File: src/rtl/sdr_pkg.sv
`default_nettype none
// ============================================================================
// Package     : sdr_pkg
// Description : Shared types and pin-command encodings for the SDRAM command
//               generator.
// Revision    : 1.0 - initial release
// ============================================================================
package sdr_pkg;

    typedef enum logic [2:0] {
        OP_NOP       = 3'd0,
        OP_READ      = 3'd1,
        OP_WRITE     = 3'd2,
        OP_REFRESH   = 3'd3,
        OP_PRECHARGE = 3'd4,
        OP_LOAD_MODE = 3'd5
    } sdr_op_t;

    typedef enum logic [2:0] {
        ST_IDLE     = 3'd0,
        ST_ACT_WAIT = 3'd1,
        ST_RW       = 3'd2,
        ST_BURST    = 3'd3,
        ST_PRE_WAIT = 3'd4,
        ST_REF_WAIT = 3'd5,
        ST_MRS_WAIT = 3'd6
    } t_gen_state;

    // {cs_n, ras_n, cas_n, we_n}
    localparam logic [3:0] CMD_INH = 4'b1111;
    localparam logic [3:0] CMD_NOP = 4'b0111;
    localparam logic [3:0] CMD_ACT = 4'b0011;
    localparam logic [3:0] CMD_RD  = 4'b0101;
    localparam logic [3:0] CMD_WR  = 4'b0100;
    localparam logic [3:0] CMD_PRE = 4'b0010;
    localparam logic [3:0] CMD_REF = 4'b0001;
    localparam logic [3:0] CMD_MRS = 4'b0000;

    // sa bit selecting auto-precharge on RD/WR and all-banks on PRE
    localparam int AP_BIT = 10;

    function automatic int max_of(input int a, input int b);
        return (a > b) ? a : b;
    endfunction

endpackage
`default_nettype wire

File: src/rtl/sdr_timer.sv
`default_nettype none
// ============================================================================
// Module      : sdr_timer
// Description : Loadable down-counter with zero flag; stops at zero.
// Revision    : 1.0 - initial release
// ============================================================================
module sdr_timer #(
    parameter int WIDTH = 5
) (
    input  logic             clk,
    input  logic             rst,
    input  logic             load,
    input  logic [WIDTH-1:0] load_val,
    output logic [WIDTH-1:0] count,
    output logic             zero
);

    always_ff @(posedge clk or posedge rst) begin
        if (rst) begin
            count <= '0;
        end else if (load) begin
            count <= load_val;
        end else if (count != '0) begin
            count <= count - 1'b1;
        end
    end

    assign zero = (count == '0);

endmodule
`default_nettype wire

File: src/rtl/sdram_cmd_gen.sv
`default_nettype none
// ============================================================================
// Module      : sdram_cmd_gen
// Description : Closed-page SDRAM command generator with registered pin outputs.
// Revision    : 1.0 - initial release
// ============================================================================
module sdram_cmd_gen
    import sdr_pkg::*;
#(
    parameter int ASIZE     = 23,
    parameter int ROWSIZE   = 12,
    parameter int COLSIZE   = 8,
    parameter int BANKSIZE  = 2,
    parameter int T_RCD     = 2,
    parameter int T_RP      = 2,
    parameter int T_RFC     = 7,
    parameter int T_MRD     = 2,
    parameter int CAS_LAT   = 3,
    parameter int BURST_LEN = 8
) (
    input  logic                clk,
    input  logic                rst,
    input  logic                cmd_valid,
    input  logic [2:0]          cmd_op,
    input  logic [ASIZE-1:0]    cmd_addr,
    input  logic [ROWSIZE-1:0]  mode_val,
    output logic                cmd_ready,
    output logic                busy,
    output logic                cke,
    output logic                cs_n,
    output logic                ras_n,
    output logic                cas_n,
    output logic                we_n,
    output logic [BANKSIZE-1:0] ba,
    output logic [ROWSIZE-1:0]  sa,
    output logic                oe,
    output logic                rd_valid
);

    localparam int FIELD_W   = BANKSIZE + ROWSIZE + COLSIZE;
    localparam int RD_CYCLES = CAS_LAT + BURST_LEN;
    localparam int T_MAX     = max_of(max_of(max_of(T_RCD, T_RP), max_of(T_RFC, T_MRD)), RD_CYCLES);
    localparam int TW        = $clog2(T_MAX) + 1;

    // Counter preloads are (cycles in state - 1); ACT_WAIT spans T_RCD-1 cycles
    localparam logic [TW-1:0] LD_RCD = TW'((T_RCD > 1) ? T_RCD - 2 : 0);
    localparam logic [TW-1:0] LD_RD  = TW'(RD_CYCLES - 1);
    localparam logic [TW-1:0] LD_WR  = TW'(BURST_LEN - 1);
    localparam logic [TW-1:0] LD_RP  = TW'(T_RP - 1);
    localparam logic [TW-1:0] LD_RFC = TW'(T_RFC - 1);
    localparam logic [TW-1:0] LD_MRD = TW'(T_MRD - 1);
    localparam logic [TW-1:0] C_BL   = TW'(BURST_LEN);

    t_gen_state          r_state;
    t_gen_state          w_next_state;
    logic                r_is_write;
    logic [COLSIZE-1:0]  r_col;
    logic                w_accept;
    logic                w_tmr_load;
    logic [TW-1:0]       w_tmr_val;
    logic [TW-1:0]       w_tmr_count;
    logic                w_tmr_zero;
    logic [3:0]          w_cmd;
    logic [BANKSIZE-1:0] w_ba;
    logic [ROWSIZE-1:0]  w_sa;
    logic [ROWSIZE-1:0]  w_rw_sa;
    logic                w_oe;
    logic                w_rd;
    logic                w_ready;

    assign w_accept = cmd_valid && cmd_ready;
    assign busy     = (r_state != ST_IDLE);

    generate
        if (ASIZE > FIELD_W) begin : g_spare_addr
            logic unused_spare;
            assign unused_spare = ^cmd_addr[ASIZE-1:FIELD_W];
        end
    endgenerate

    sdr_timer #(
        .WIDTH (TW)
    ) u_timer (
        .clk      (clk),
        .rst      (rst),
        .load     (w_tmr_load),
        .load_val (w_tmr_val),
        .count    (w_tmr_count),
        .zero     (w_tmr_zero)
    );

    always_ff @(posedge clk or posedge rst) begin
        if (rst) begin
            r_state <= ST_IDLE;
        end else begin
            r_state <= w_next_state;
        end
    end

    always_comb begin
        w_next_state         = r_state;
        w_cmd                = CMD_NOP;
        w_ba                 = ba;
        w_sa                 = sa;
        w_rw_sa              = '0;
        w_rw_sa[COLSIZE-1:0] = r_col;
        w_rw_sa[AP_BIT]      = 1'b1;
        unique case (r_state)
            ST_IDLE: begin
                if (w_accept) begin
                    case (cmd_op)
                        OP_READ, OP_WRITE: begin
                            w_cmd        = CMD_ACT;
                            w_ba         = cmd_addr[COLSIZE+ROWSIZE +: BANKSIZE];
                            w_sa         = cmd_addr[COLSIZE +: ROWSIZE];
                            w_next_state = (T_RCD > 1) ? ST_ACT_WAIT : ST_RW;
                        end
                        OP_REFRESH: begin
                            w_cmd        = CMD_REF;
                            w_next_state = ST_REF_WAIT;
                        end
                        OP_PRECHARGE: begin
                            w_cmd        = CMD_PRE;
                            w_sa         = '0;
                            w_sa[AP_BIT] = 1'b1;
                            w_next_state = ST_PRE_WAIT;
                        end
                        OP_LOAD_MODE: begin
                            w_cmd        = CMD_MRS;
                            w_ba         = '0;
                            w_sa         = mode_val;
                            w_next_state = ST_MRS_WAIT;
                        end
                        default: w_next_state = ST_IDLE;
                    endcase
                end
            end
            ST_ACT_WAIT: if (w_tmr_zero) w_next_state = ST_RW;
            ST_RW: begin
                w_cmd        = r_is_write ? CMD_WR : CMD_RD;
                w_sa         = w_rw_sa;
                w_next_state = ST_BURST;
            end
            ST_BURST:    if (w_tmr_zero) w_next_state = ST_PRE_WAIT;
            ST_PRE_WAIT, ST_REF_WAIT, ST_MRS_WAIT: begin
                if (w_tmr_zero) w_next_state = ST_IDLE;
            end
            default:     w_next_state = ST_IDLE;
        endcase

        w_tmr_load = (w_next_state != r_state);
        case (w_next_state)
            ST_ACT_WAIT: w_tmr_val = LD_RCD;
            ST_BURST:    w_tmr_val = r_is_write ? LD_WR : LD_RD;
            ST_PRE_WAIT: w_tmr_val = LD_RP;
            ST_REF_WAIT: w_tmr_val = LD_RFC;
            ST_MRS_WAIT: w_tmr_val = LD_MRD;
            default:     w_tmr_val = '0;
        endcase

        // Read data occupies the last BURST_LEN cycles of the read BURST window
        w_rd    = (r_state == ST_BURST) && !r_is_write &&
                  (w_tmr_count != '0) && (w_tmr_count <= C_BL);
        w_oe    = r_is_write && ((r_state == ST_RW) || ((r_state == ST_BURST) && !w_tmr_zero));
        w_ready = (w_next_state == ST_IDLE) && !w_accept;
    end

    always_ff @(posedge clk or posedge rst) begin
        if (rst) begin
            r_is_write <= 1'b0;
            r_col      <= '0;
        end else if (w_accept) begin
            r_is_write <= (cmd_op == OP_WRITE);
            r_col      <= cmd_addr[COLSIZE-1:0];
        end
    end

    always_ff @(posedge clk or posedge rst) begin
        if (rst) begin
            {cs_n, ras_n, cas_n, we_n} <= CMD_INH;
            cke       <= 1'b1;
            ba        <= '0;
            sa        <= '0;
            oe        <= 1'b0;
            rd_valid  <= 1'b0;
            cmd_ready <= 1'b0;
        end else begin
            {cs_n, ras_n, cas_n, we_n} <= w_cmd;
            cke       <= 1'b1;
            ba        <= w_ba;
            sa        <= w_sa;
            oe        <= w_oe;
            rd_valid  <= w_rd;
            cmd_ready <= w_ready;
        end
    end

endmodule
`default_nettype wire

File: config.mk
export PLATFORM = sky130hd
export DESIGN_NAME = sdram_cmd_gen
export DESIGN_NICKNAME = d
export VERILOG_FILES = /design/src/rtl/sdr_pkg.sv /design/src/rtl/sdr_timer.sv /design/src/rtl/sdram_cmd_gen.sv
export SDC_FILE = /design/constraint.sdc
export NUM_CORES = 1
export LEC_CHECK = 0
export CAP_MARGIN = 15
export CORE_UTILIZATION = 43
export DETAILED_ROUTE_END_ITERATION = 8
export GPL_ROUTABILITY_DRIVEN = 0
export HOLD_SLACK_MARGIN = 0.02
export PLACE_DENSITY = 0.77
export SKIP_LAST_GASP = 1
export SYNTH_ARGS = -nofsm -noshare
export SYNTH_HDL_FRONTEND = slang
export SYNTH_SLANG_ARGS = --single-unit
File: constraint.sdc
create_clock -name clk -period 2.08 [get_ports clk]
set_input_delay 0.312 -clock clk [delete_from_list [all_inputs] [get_ports clk]]
set_output_delay 0.312 -clock clk [all_outputs]
set_load 0.02 [all_outputs]
Word-level counts from Yosys, hierarchy flattened. Index checks and enable logic that the tools add are counted.

Bits in latches: 0. Bits of input ports: 41. Memories: 0. Register bits after elaboration: 38. Output and inout bits: 23. Memory bits (read-only): 0. RAM bits: 0. Logic and storage cells: 75.

Bitwise operators: 0. Add/subtract/negate cells: 1. Divide/modulo/power cells: 0. Order comparisons: 1. Multiply operators: 0. Shifts and indexed selects: 0. Reduce and logical (&&, ||, !) cells: 24. Equal/unequal tests: 18. Mux-type cells: 18.

Operators by type and width (number): $pmux 12 s3 (1); $eq 3x3->1 const B (8); $pmux 12 s2 (1); $pmux 3 s4 (2); $eq 3x2->1 const B (5); $mux 3 (5); $pmux 3 s5 (1); $mux 12 (1); $pmux 4 s3 (1); $mux 5 (2); $logic_and 1x1->1 (7); $eq 3x1->1 const B (2); $logic_not 3->1 (2); $pmux 3 s2 (1); $reduce_and 3->1 (2); $reduce_bool 2->1 (3); $le 5x4->1 const B (1); $logic_not 5->1 (1); $reduce_bool 5->1 (1); $sub 5x1->5 const B (1); $mux 4 (1); $ne 4x1->1 const B (1); $pmux 2 s2 (1); $reduce_or 2->1 (2); other kinds (7) (9).

Logic depth before layout (Yosys ltp).
Word-level depth: 9. Gate-level depth with buffers: 7. Mapped depth without buffers: 6.

Hierarchy. Synthesis repeated with hierarchy kept, for this count alone.

Cell total of the unflattened synthesis: 209. Area, all modules: 2129.5 µm².

By module, submodules not included: sdram_cmd_gen (times used 1, seq. area each 830.8 µm², area each 1846.8 µm², cells an instance 181); sdr_timer (times used 1, seq. area each 125.1 µm², area each 282.8 µm², cells an instance 28).

Worst setup path before layout. No wires, ideal clock.

Path type: flip-flop to flip-flop. From: register u_timer.count[0]. To: register u_timer.count[3]. Library setup time: 0.125 ns. Cell stages (with the launch flop): 8. Arrival time: 1.922 ns. Data required time: 1.955 ns. Slack: 0.033 ns. Cells stage by stage: dfrtp_1 > inv_1 > ha_1 > or4b_1 > buf_2 > and2_4 > nor3_4 > mux2_4.

Cells in the longest elaborated chain, start to end: 7. Elaborated cells between the ends (all ways): 17. Those cells by class: add/sub: 1; eq/ne: 5; mux: 7; reduce/logical: 4.

Ends and longest elaborated chain: from (decl) (line sdr_timer.sv:14) `output logic [WIDTH-1:0] count,`; from (signal assigned) (line sdr_timer.sv:22) `count <= load_val;`; from (signal assigned) (line sdr_timer.sv:24) `count <= count - 1'b1;`; $logic_not 5->1 (line sdr_timer.sv:28) `assign zero = (count == '0);`; $mux 3 (on tied branches) (line sdram_cmd_gen.sv:146, sdram_cmd_gen.sv:138, sdram_cmd_gen.sv:144); $pmux 3 s5 (line sdram_cmd_gen.sv:108) `unique case (r_state)`; $eq 3x3->1 (line sdram_cmd_gen.sv:152) `case (w_next_state)`; $reduce_or 2->1 (no source line); $pmux 4 s3 (line sdram_cmd_gen.sv:152); $mux 5 (line sdr_timer.sv:21) `end else if (load) begin`.

Several ways; a longest one is shown, not always the timed one. The select of a mux whose other input is x is not followed. A chain may end at the register's enable or synchronous reset.

Final worst setup path.
From: register u_timer.count[0]. To: register u_timer.count[2].

The elaborated chain is that of the path after synthesis.

==> results.tsv <==
stage	metric	value	unit
power	peakVddDrop	0.7190	mV
critical_path	crit_fanout	8	
synth	yosys_warnings	0	
placed_design	hpwl	4139	um
global_route	overflow	0	
routing	drtPass1Iterations	4	
synth	synth_top_area_cell	dfrtp_1	
synth	ys_ff_latch	38	
clock_tree	clock_sinks	38	
critical_path	critical_path_arrival	2200	ps
critical_path	ff2ff_path_depth	6	
finish	fillers	426	
finish	diodes	0	
power	p_leak	1.394	nW
routing	wirelength	5550	um
floorplanning	start_util	0.4508	
routing	drtIter0Drc	135	
power	switching_share	0.3936	
hold_path	worstHoldPathType	input port to async pin	
routing	wl_per_cell	14.12	um
power	power_density	1383	nW/um^2
timing	finClkSkew	8.803	ps
timing	rsz0062_at_grt	true	
synth	ys_top_cells_by_count	47 x nand2_1, 34 x dfrtp_1, 17 x nor2_1	
global_route	grt_pass1_wl	8942	um
power	p_int	0.002630	W
floorplanning	die_area	5271	um^2
routing	viasPerCell	5.275	
timing	fmax	0.4868	GHz
critical_path	crit_start	u_timer.count[0]	
placed_design	io_buffers	61	
clock_tree	cts_hold_buf	0	
clock_tree	ctsHtreeMaxLevel	2	
finish	regArea	955.9	um^2
power	pwr-share-clk	0.149	
finish	syn2layout_area_growth	46.29	%
timing	setup_viol	0	
clock_tree	cts_root_buf	clkbuf_8	
flow_run	drv_cap	0	
critical_path	r2r-start	u_timer.count[0]	
timing	timing.final.max_slew_violations	0	
finish	fin_cells	393	
placed_design	postPlaceCellArea	2998	um^2
finish	postLayoutCellArea	3136	um^2
routing	drc	0	
clock_tree	clk_pin_slew_worst_paths	80	ps
floorplanning	coreArea	4755	um^2
synth	syn_nets	287	
floorplanning	die_w	72.60	um
clock_tree	cts_tree	yes	
global_route	grt_antenna_before_repair	0	
power	power_switching	0.001707	W
routing	vias	2073	
critical_path	critPathKind	register to register	
finish	multi_input_area	1117	um^2
synth	synthFlopType	dfrtp_1	
clock_tree	numCtsBuffers	5	
synth	synth_edf_count	0	
timing	finalHoldViolCount	0	
timing	layout_min_cycle_time	2054	ps
synth	yosys-top-cells-area	dfrtp_1 40%, nand2_1 8.2%, dfstp_2 4.9%, a211oi_1 3.9%, o31ai_1 3.9%	
timing	fin_crit_sh	0.9877	
power	power_frac_comb	0.563	
critical_path	reg2reg_slack	30	ps
floorplanning	rows	25	
global_route	grt_max_degree	39	
critical_path	cp.required	2230	ps
placed_design	dp_cells	385	
critical_path	worstSetupEndpointType	register	
clock_tree	cts_buffer_depth	2	
floorplanning	io_pins	64	
synth	synthCells	244	
synth	synthArstFlopShare	1.000	
finish	finalNetCount	368	
finish	post-route-util	0.6595	
floorplanning	fp.dieH	72.60	um
power	power_frac_seq	0.288	
synth	synth.most_common_cell	nand2_1	
clock_tree	worst_skew_pair.late_latency	290	ps
synth	synthDistinctLibCells	52	
global_route	grtUsageTotal	0.2215	
critical_path	r2r-end	u_timer.count[2]	
synth	syn-cell-area	2143	um^2
critical_path	start_kind	register	
synth	synth_top_area_frac	0.3970	
status	run_status	finished, final reports clean	
finish	drive_gt1_frac	0.1718	
global_route	grt_pass1_vias	1966	
synth	yosysSeqAreaShare	0.4460	
synth	syn_area_per_cell	8.784	um^2
routing	ant_nets	0	
## critical path, cell delays in order, from the launching register on
cell	delay (ps)
dfrtp_1	370
inv_1	90
ha_1	170
or4b_4	530
and3_4	220
nor4_1	400
a211oi_2	140
## flip-flops by register name, indices dropped and copies added (netlist names)
register	count
sa	12
r_col	8
u_timer.count	5
r_state	3
ba	2
cas_n	1
cmd_ready	1
cs_n	1
oe	1
r_is_write	1
ras_n	1
rd_valid	1
we_n	1
## logic make-up after synthesis
| kind of cell | after synthesis | share of synthesized area |
|---|---|---|
| muxes | 2 | 0.01226 |
| buffers and inverters | 24 | 0.04612 |
| xor gates and xnor gates | 5 | 0.02044 |
| AOI/OAI and AO/OA | 58 | 0.1909 |
| adders and majority gates | 2 | 0.01167 |
| and+or+nand+nor | 113 | 0.2691 |
| other | 2 | 0.003504 |
| DFF | 38 | 0.4460 |
## per-layer routing
layer | wire (um) | global-route usage | part of all wire | vias up
li1 | - | - | - | 1024
met1 | 2633 | 0.3012 | 0.47 | 969
met5 | 0 | 0 | 0 | -
met4 | 97 | 0.09368 | 0.017 | 0
met2 | 2569 | 0.3499 | 0.46 | 71
met3 | 250 | 0.03729 | 0.045 | 9
## layout make-up
| class | instances | share of cell area |
|---|---|---|
| timing repair buffer | 91 | 0.2666 |
| multi-input combinational | 182 | 0.3563 |
| tap | 67 | 0.02674 |
| clock inverter | 1 | 0.009577 |
| inverter | 7 | 0.008380 |
| sequential | 38 | 0.3049 |
| clock buffer | 7 | 0.02753 |
## power groups by stage
stage / Clock (W) / Combinational [W] / Sequential [W]
2_1_floorplan: 0 / 0.00125 / 0.00143
3_3_place_gp: 0 / 0.00234 / 0.00124
3_5_place_dp: 0 / 0.00239 / 0.00126
4_1_cts: 0.000665 / 0.00241 / 0.00125
5_1_grt: 0.000696 / 0.00264 / 0.00128
6_report: 0.000647 / 0.00244 / 0.00125
## through the flow
step	power [W]	worst slack [ps]	setup TNS, ps	hold slack [ps]
3_3_place_gp	0.003580	8.811	0	457.9
3_5_place_dp	0.003647	-150.6	-189.2	462.8
2_1_floorplan	0.002684	33.22	0	417.4
4_1_cts	0.004325	48.86	0	459.8
6_report	0.004337	25.61	0	439.9
5_1_grt	0.004620	-52.45	-99.87	493.2
## worst max-delay path by stage
stage                       end  slack [ps]  depth (start not counted)
2_1_floorplan  u_timer.count[3]          30                          7
3_3_place_gp   u_timer.count[2]           9                          6
3_5_place_dp   u_timer.count[2]        -150                          7
4_1_cts        u_timer.count[2]          50                          7
5_1_grt        u_timer.count[2]         -50                          6
6_report       u_timer.count[2]          30                          6
## cells in the final DEF (no fill, tap or decap), types with 4 or more instances in the layout
master	instances
a211oi_1	10
a21oi_1	6
a31oi_1	6
and3_1	12
buf_4	30
clkbuf_8	6
clkdlybuf4s50_1	61
dfrtp_1	34
dfstp_2	4
inv_1	6
nand2_1	47
nand3_1	5
nor2_1	17
nor2b_1	6
o21ai_0	9
o31ai_1	11
## timing repair
action | in CTS | in global routing
resized for setup | 2 | 2
setup buffers | 0 | 0
setup endpoints to repair | 3 | 2
(Power assumes the default switching activity.)
==> variant 1 (config.mk and constraints unchanged) <==
Reset style: synchronous (`rst`), changed in 4 clocked blocks.
--- a/src/rtl/sdr_timer.sv
+++ b/src/rtl/sdr_timer.sv
@@ -17,3 +17,3 @@
 
-    always_ff @(posedge clk or posedge rst) begin
+    always_ff @(posedge clk) begin
         if (rst) begin
--- a/src/rtl/sdram_cmd_gen.sv
+++ b/src/rtl/sdram_cmd_gen.sv
@@ -91,3 +91,3 @@
 
-    always_ff @(posedge clk or posedge rst) begin
+    always_ff @(posedge clk) begin
         if (rst) begin
@@ -167,3 +167,3 @@
 
-    always_ff @(posedge clk or posedge rst) begin
+    always_ff @(posedge clk) begin
         if (rst) begin
@@ -177,3 +177,3 @@
 
-    always_ff @(posedge clk or posedge rst) begin
+    always_ff @(posedge clk) begin
         if (rst) begin
Formal check against the unedited RTL: differs if rst is asserted again (counterexample within 4 cycles, from zero or initial values and one cycle with rst high); with rst held inactive, the same outputs for 10 cycles.
==> variant 1 against the unedited design <==
Cell count fell by 9.2%. Cell area fell by 11%. Routed wire length fell by 9.1%. Fmax rose by 2.1%. Non-clock buffer count fell by 14. Die area fell by 11%. Sequential cell count did not move. Area after synthesis fell by 12%. Worst setup slack improved by 0.042 ns. Count of clock-buffer cells in the layout fell by 1. Synthesized cell count fell by 1.2%. Highest routed layer unchanged.
Power is not compared: it rests on default switching activity, and its combinational part moved more than twofold at a synthesized area within 25%.
==> variant 1: results (changes against the unedited design) <==
| Group | Result | This run | Change |
|---|---|---|---|
| grt | Global-route wire length before repair | 7.75 mm | -13% |
| placed design | DPL Wire Length | 3.72 mm | -10% |
| yosys | Synth cell count leaders | sky130_fd_sc_hd__nand2_1 (43), sky130_fd_sc_hd__dfxtp_1 (38), sky130_fd_sc_hd__a21oi_1 (18), sky130_fd_sc_hd__nor2_1 (18), sky130_fd_sc_hd__clkbuf_1 (15) |  |
| yosys | Most used DFF post-synth | sky130_fd_sc_hd__dfxtp_1 |  |
| yosys | Leading post-synthesis cells by cell area | sky130_fd_sc_hd__dfxtp_1 (40%), sky130_fd_sc_hd__nand2_1 (8.5%), sky130_fd_sc_hd__a21oi_1 (4.8%), sky130_fd_sc_hd__a22oi_1 (4.4%), sky130_fd_sc_hd__a22o_1 (3.7%) |  |
| cells and area | Signal buffers share of area | 27.2% | +0.54 points |
| placed design | Total instance count after detailed placement | 349 | -9.4% |
| outcome | Status | finished, final reports clean |  |
| cells and area | Proportion of cell area occupied by multi-input gates | 37.6% | +2.0 points |
| routing | Met3 Routed Length | 299 um | +20% |
| routing | Detailed-route vias per instance | 5.46 | +3.5% |
| grt | Global-route met1 utilization | 31.3% | +1.2 points |
| cells and area | Total of clock buffers placed in the layout | 6 | -1 |
| grt | Pin count of the biggest net entering global routing | 27 | -31% |
| yosys | Post-Synthesis Net Count | 284 | -1.0% |
| placed design | Area after DPL | 2630 um^2 | -12% |
| setup path | Data arrival time at the worst-slack endpoint | 1.70 ns | -0.50 ns |
| cells and area | Multi-input gate count | 181 | -0.55% |
| cells and area | Sequential cell area | 761 um^2 | -20% |
| cells and area | Share of cells above drive strength 1 | 11.4% | -5.8 points |
| placed design | Worst slack, placed | -0.000113 ns | +0.151 ns |
| routing | Via total after detailed routing | 1949 | -6.0% |
| min path | Worst min-delay path class | flip-flop to flip-flop |  |
| setup path | Cell family with most CP delay | buffers and inverters |  |
| grt | Number of global-route vias before repair | 1695 | -14% |
| yosys | Sequential-to-total area share from yosys stat | 40.2% | -4.4 points |
| setup path | Master of the slowest instance on the critical path | sky130_fd_sc_hd__clkdlybuf4s50_1 |  |
| routing | Met2 layer wire length in the routed design | 2.35 mm | -8.4% |
| grt | GRT Overall Usage | 22.6% | +0.42 points |
| routing | 1st-iter DRT viols | 142 | +5.2% |
| routing | Met1 WL | 2.33 mm | -12% |
| cells and area | Number of signal-net buffers in the layout | 77 | -15% |
| sta | Clock tree skew after final layout | 0.00379 ns | -0.00501 ns |
variant 1: path summary, 6_finish.rpt:
check | from | end | slack (ns) | cells past startpoint
worst max-delay path | r_state[0]$_SDFF_PP0_ | busy | 0.07 | 4
worst min-delay path | r_col[7]$_SDFFE_PP0P_ | r_col[7]$_SDFFE_PP0P_ | 0.46 | 2
worst max register to register | u_timer.count[0]$_SDFFE_PP0P_ | u_timer.count[2]$_SDFFE_PP0P_ | 0.08 | 7
worst min register to register | r_col[7]$_SDFFE_PP0P_ | r_col[7]$_SDFFE_PP0P_ | 0.46 | 2
variant 1: cell families after synthesis:
kind of cell,share of synthesized area (%)
adder cells (fa/ha/maj),1.32
AND/OR/NAND/NOR,28.9
XOR/XNOR,0.927
buffers and inverters,5.03
AO/OA/AOI/OAI,22.8
flip-flops,40.2
multiplexers,0.529
other,0.198
variant 1: what timing repair did:
action / in CTS / in global routing
endpoints found under the setup margin: 0 / 3
resized for setup: 0 / 3
buffers inserted: 0 / 0
==> variant 2 (config.mk and constraints unchanged) <==
Made on the original files. Set the parameter `T_MRD` to 1 (it was 2).
--- a/src/rtl/sdram_cmd_gen.sv
+++ b/src/rtl/sdram_cmd_gen.sv
@@ -16,3 +16,3 @@
     parameter int T_RFC     = 7,
-    parameter int T_MRD     = 2,
+    parameter int T_MRD     = 1,
     parameter int CAS_LAT   = 3,
Function: changed (a bounded check fails within 4 cycles, from zero or initial values and one cycle with rst high).
==> variant 2 against the unedited design <==
Worst setup slack better by 0.047 ns. Sequential share of layout area increased by 0.80 points. Die area fell by 0.80%. Sequential cell count unchanged. Power decreased by 11%. Area after synthesis is 0.82% lower. Non-clock buffer count grew 1. Cell area shrank 2.6%. Fmax is 2.3% higher. Routed wire length fell by 5.6%. Critical path type is now flip-flop to primary output. Largest power group unchanged.
==> variant 2: results (changes against the unedited design) <==
| Group | Result | This run | Change |
|---|---|---|---|
| grt | Met2 routing resource usage after global routing | 32.0% | -3.0 points |
| grt | Global-route track usage on met3 | 3.61% | -0.12 points |
| cells and area | Signal buffers share of area | 27.6% | +0.94 points |
| pwr | Leakage dissipation | 1.27 nW | -8.7% |
| yosys | Distinct cell type count after synthesis | 55 | +5.8% |
| sta | Final Critical Period | 2.01 ns | -0.0471 ns |
| setup path | Largest fanout on the critical path | 6 | -2 |
| yosys | Synth cell count leaders | sky130_fd_sc_hd__dfrtp_1 (34), sky130_fd_sc_hd__nand2_1 (34), sky130_fd_sc_hd__a21oi_1 (22) |  |
| placed design | Area after DPL | 2970 um^2 | -1.1% |
| yosys | Sequential-to-total area share from yosys stat | 45.0% | +0.37 points |
| pwr | Peak supply drop | 0.000610 V | -15% |
| routing | Met2 layer wire length in the routed design | 2.38 mm | -7.5% |
| outcome | Status | finished, final reports clean |  |
| grt | GRT Overall Usage | 20.8% | -1.3 points |
| pwr | Cell area power density | 1260 nW/um^2 | -9.2% |
| routing | 1st-iter DRT viols | 132 | -2.2% |
| setup path | Data arrival time at the worst-slack endpoint | 1.70 ns | -0.50 ns |
| cells and area | Post-route non-filler standard cell count | 371 | -5.6% |
| setup path | Setup slack of the worst register-to-register path | 0.15 ns | +0.12 ns |
| cells and area | Inverters | 6 | -1 |
| cells and area | Seq area share | 31.3% | +0.80 points |
| cells and area | Proportion of cell area spent on the clock network | 2.62% | -1.1 points |
| yosys | Leading post-synthesis cells by cell area | sky130_fd_sc_hd__dfrtp_1 (40%), sky130_fd_sc_hd__nand2_1 (6.0%), sky130_fd_sc_hd__a21oi_1 (5.2%), sky130_fd_sc_hd__dfstp_2 (4.9%), sky130_fd_sc_hd__mux2_2 (4.2%) |  |
| setup path | Critical register-to-register path startpoint | u_timer.count[1]$_DFFE_PP0P_ |  |
| pwr | Portion of total power attributed to sequential cells | 32.8% | +4.0 points |
| yosys | Mapped Avg Cell Area | 9.62 um^2 | +9.5% |
| setup path | Master of the slowest instance on the critical path | sky130_fd_sc_hd__clkdlybuf4s50_1 |  |
| yosys | Post-Synthesis Net Count | 264 | -8.0% |
| sta | Fin Hold WS | 0.438 ns | -0.00229 ns |
| setup path | Endpoint of the most critical register-to-register path | u_timer.count[0]$_DFFE_PP0P_ |  |
| sta | Clock tree skew after final layout | 0.0109 ns | +0.00210 ns |
| pwr | Power of the combinational group | 2.10 mW | -14% |
| yosys | Share of the synthesized netlist area taken by xor and xnor gates | 2.47% | +0.43 points |
| setup path | Cell family with most CP delay | buffers and inverters |  |
| placed design | Total instance count after detailed placement | 363 | -5.7% |
| yosys | Portion of netlist area occupied by mux cells | 5.24% | +4.0 points |
| cells and area | Filler cell count in the final layout | 397 | -6.8% |
| cells and area | Combined area of the multi-input logic cells | 1070 um^2 | -4.3% |
| setup path | Worst Reg-to-Reg Cells | 8 | +2 |
-- variant 2: cell count changes after synthesis, moves of 4 or more --
| cell | before | now |
|---|---|---|
| sky130_fd_sc_hd__a21oi_1 | 6 | 22 |
| sky130_fd_sc_hd__nand2_1 | 47 | 34 |
| sky130_fd_sc_hd__nor2_1 | 17 | 5 |
| sky130_fd_sc_hd__and3_1 | 12 | 4 |
| sky130_fd_sc_hd__o21ai_1 | 0 | 8 |
| sky130_fd_sc_hd__a211oi_1 | 11 | 4 |
| sky130_fd_sc_hd__mux2_2 | 1 | 8 |
| sky130_fd_sc_hd__o31ai_1 | 11 | 5 |
| sky130_fd_sc_hd__nor2b_1 | 6 | 1 |
| sky130_fd_sc_hd__o21ai_0 | 9 | 5 |
-- variant 2: repair_timing --
action	in CTS	in global routing
resized for setup	0	2
buffers inserted	0	0
endpoints found under the setup margin	0	3
hold buffers	0	0
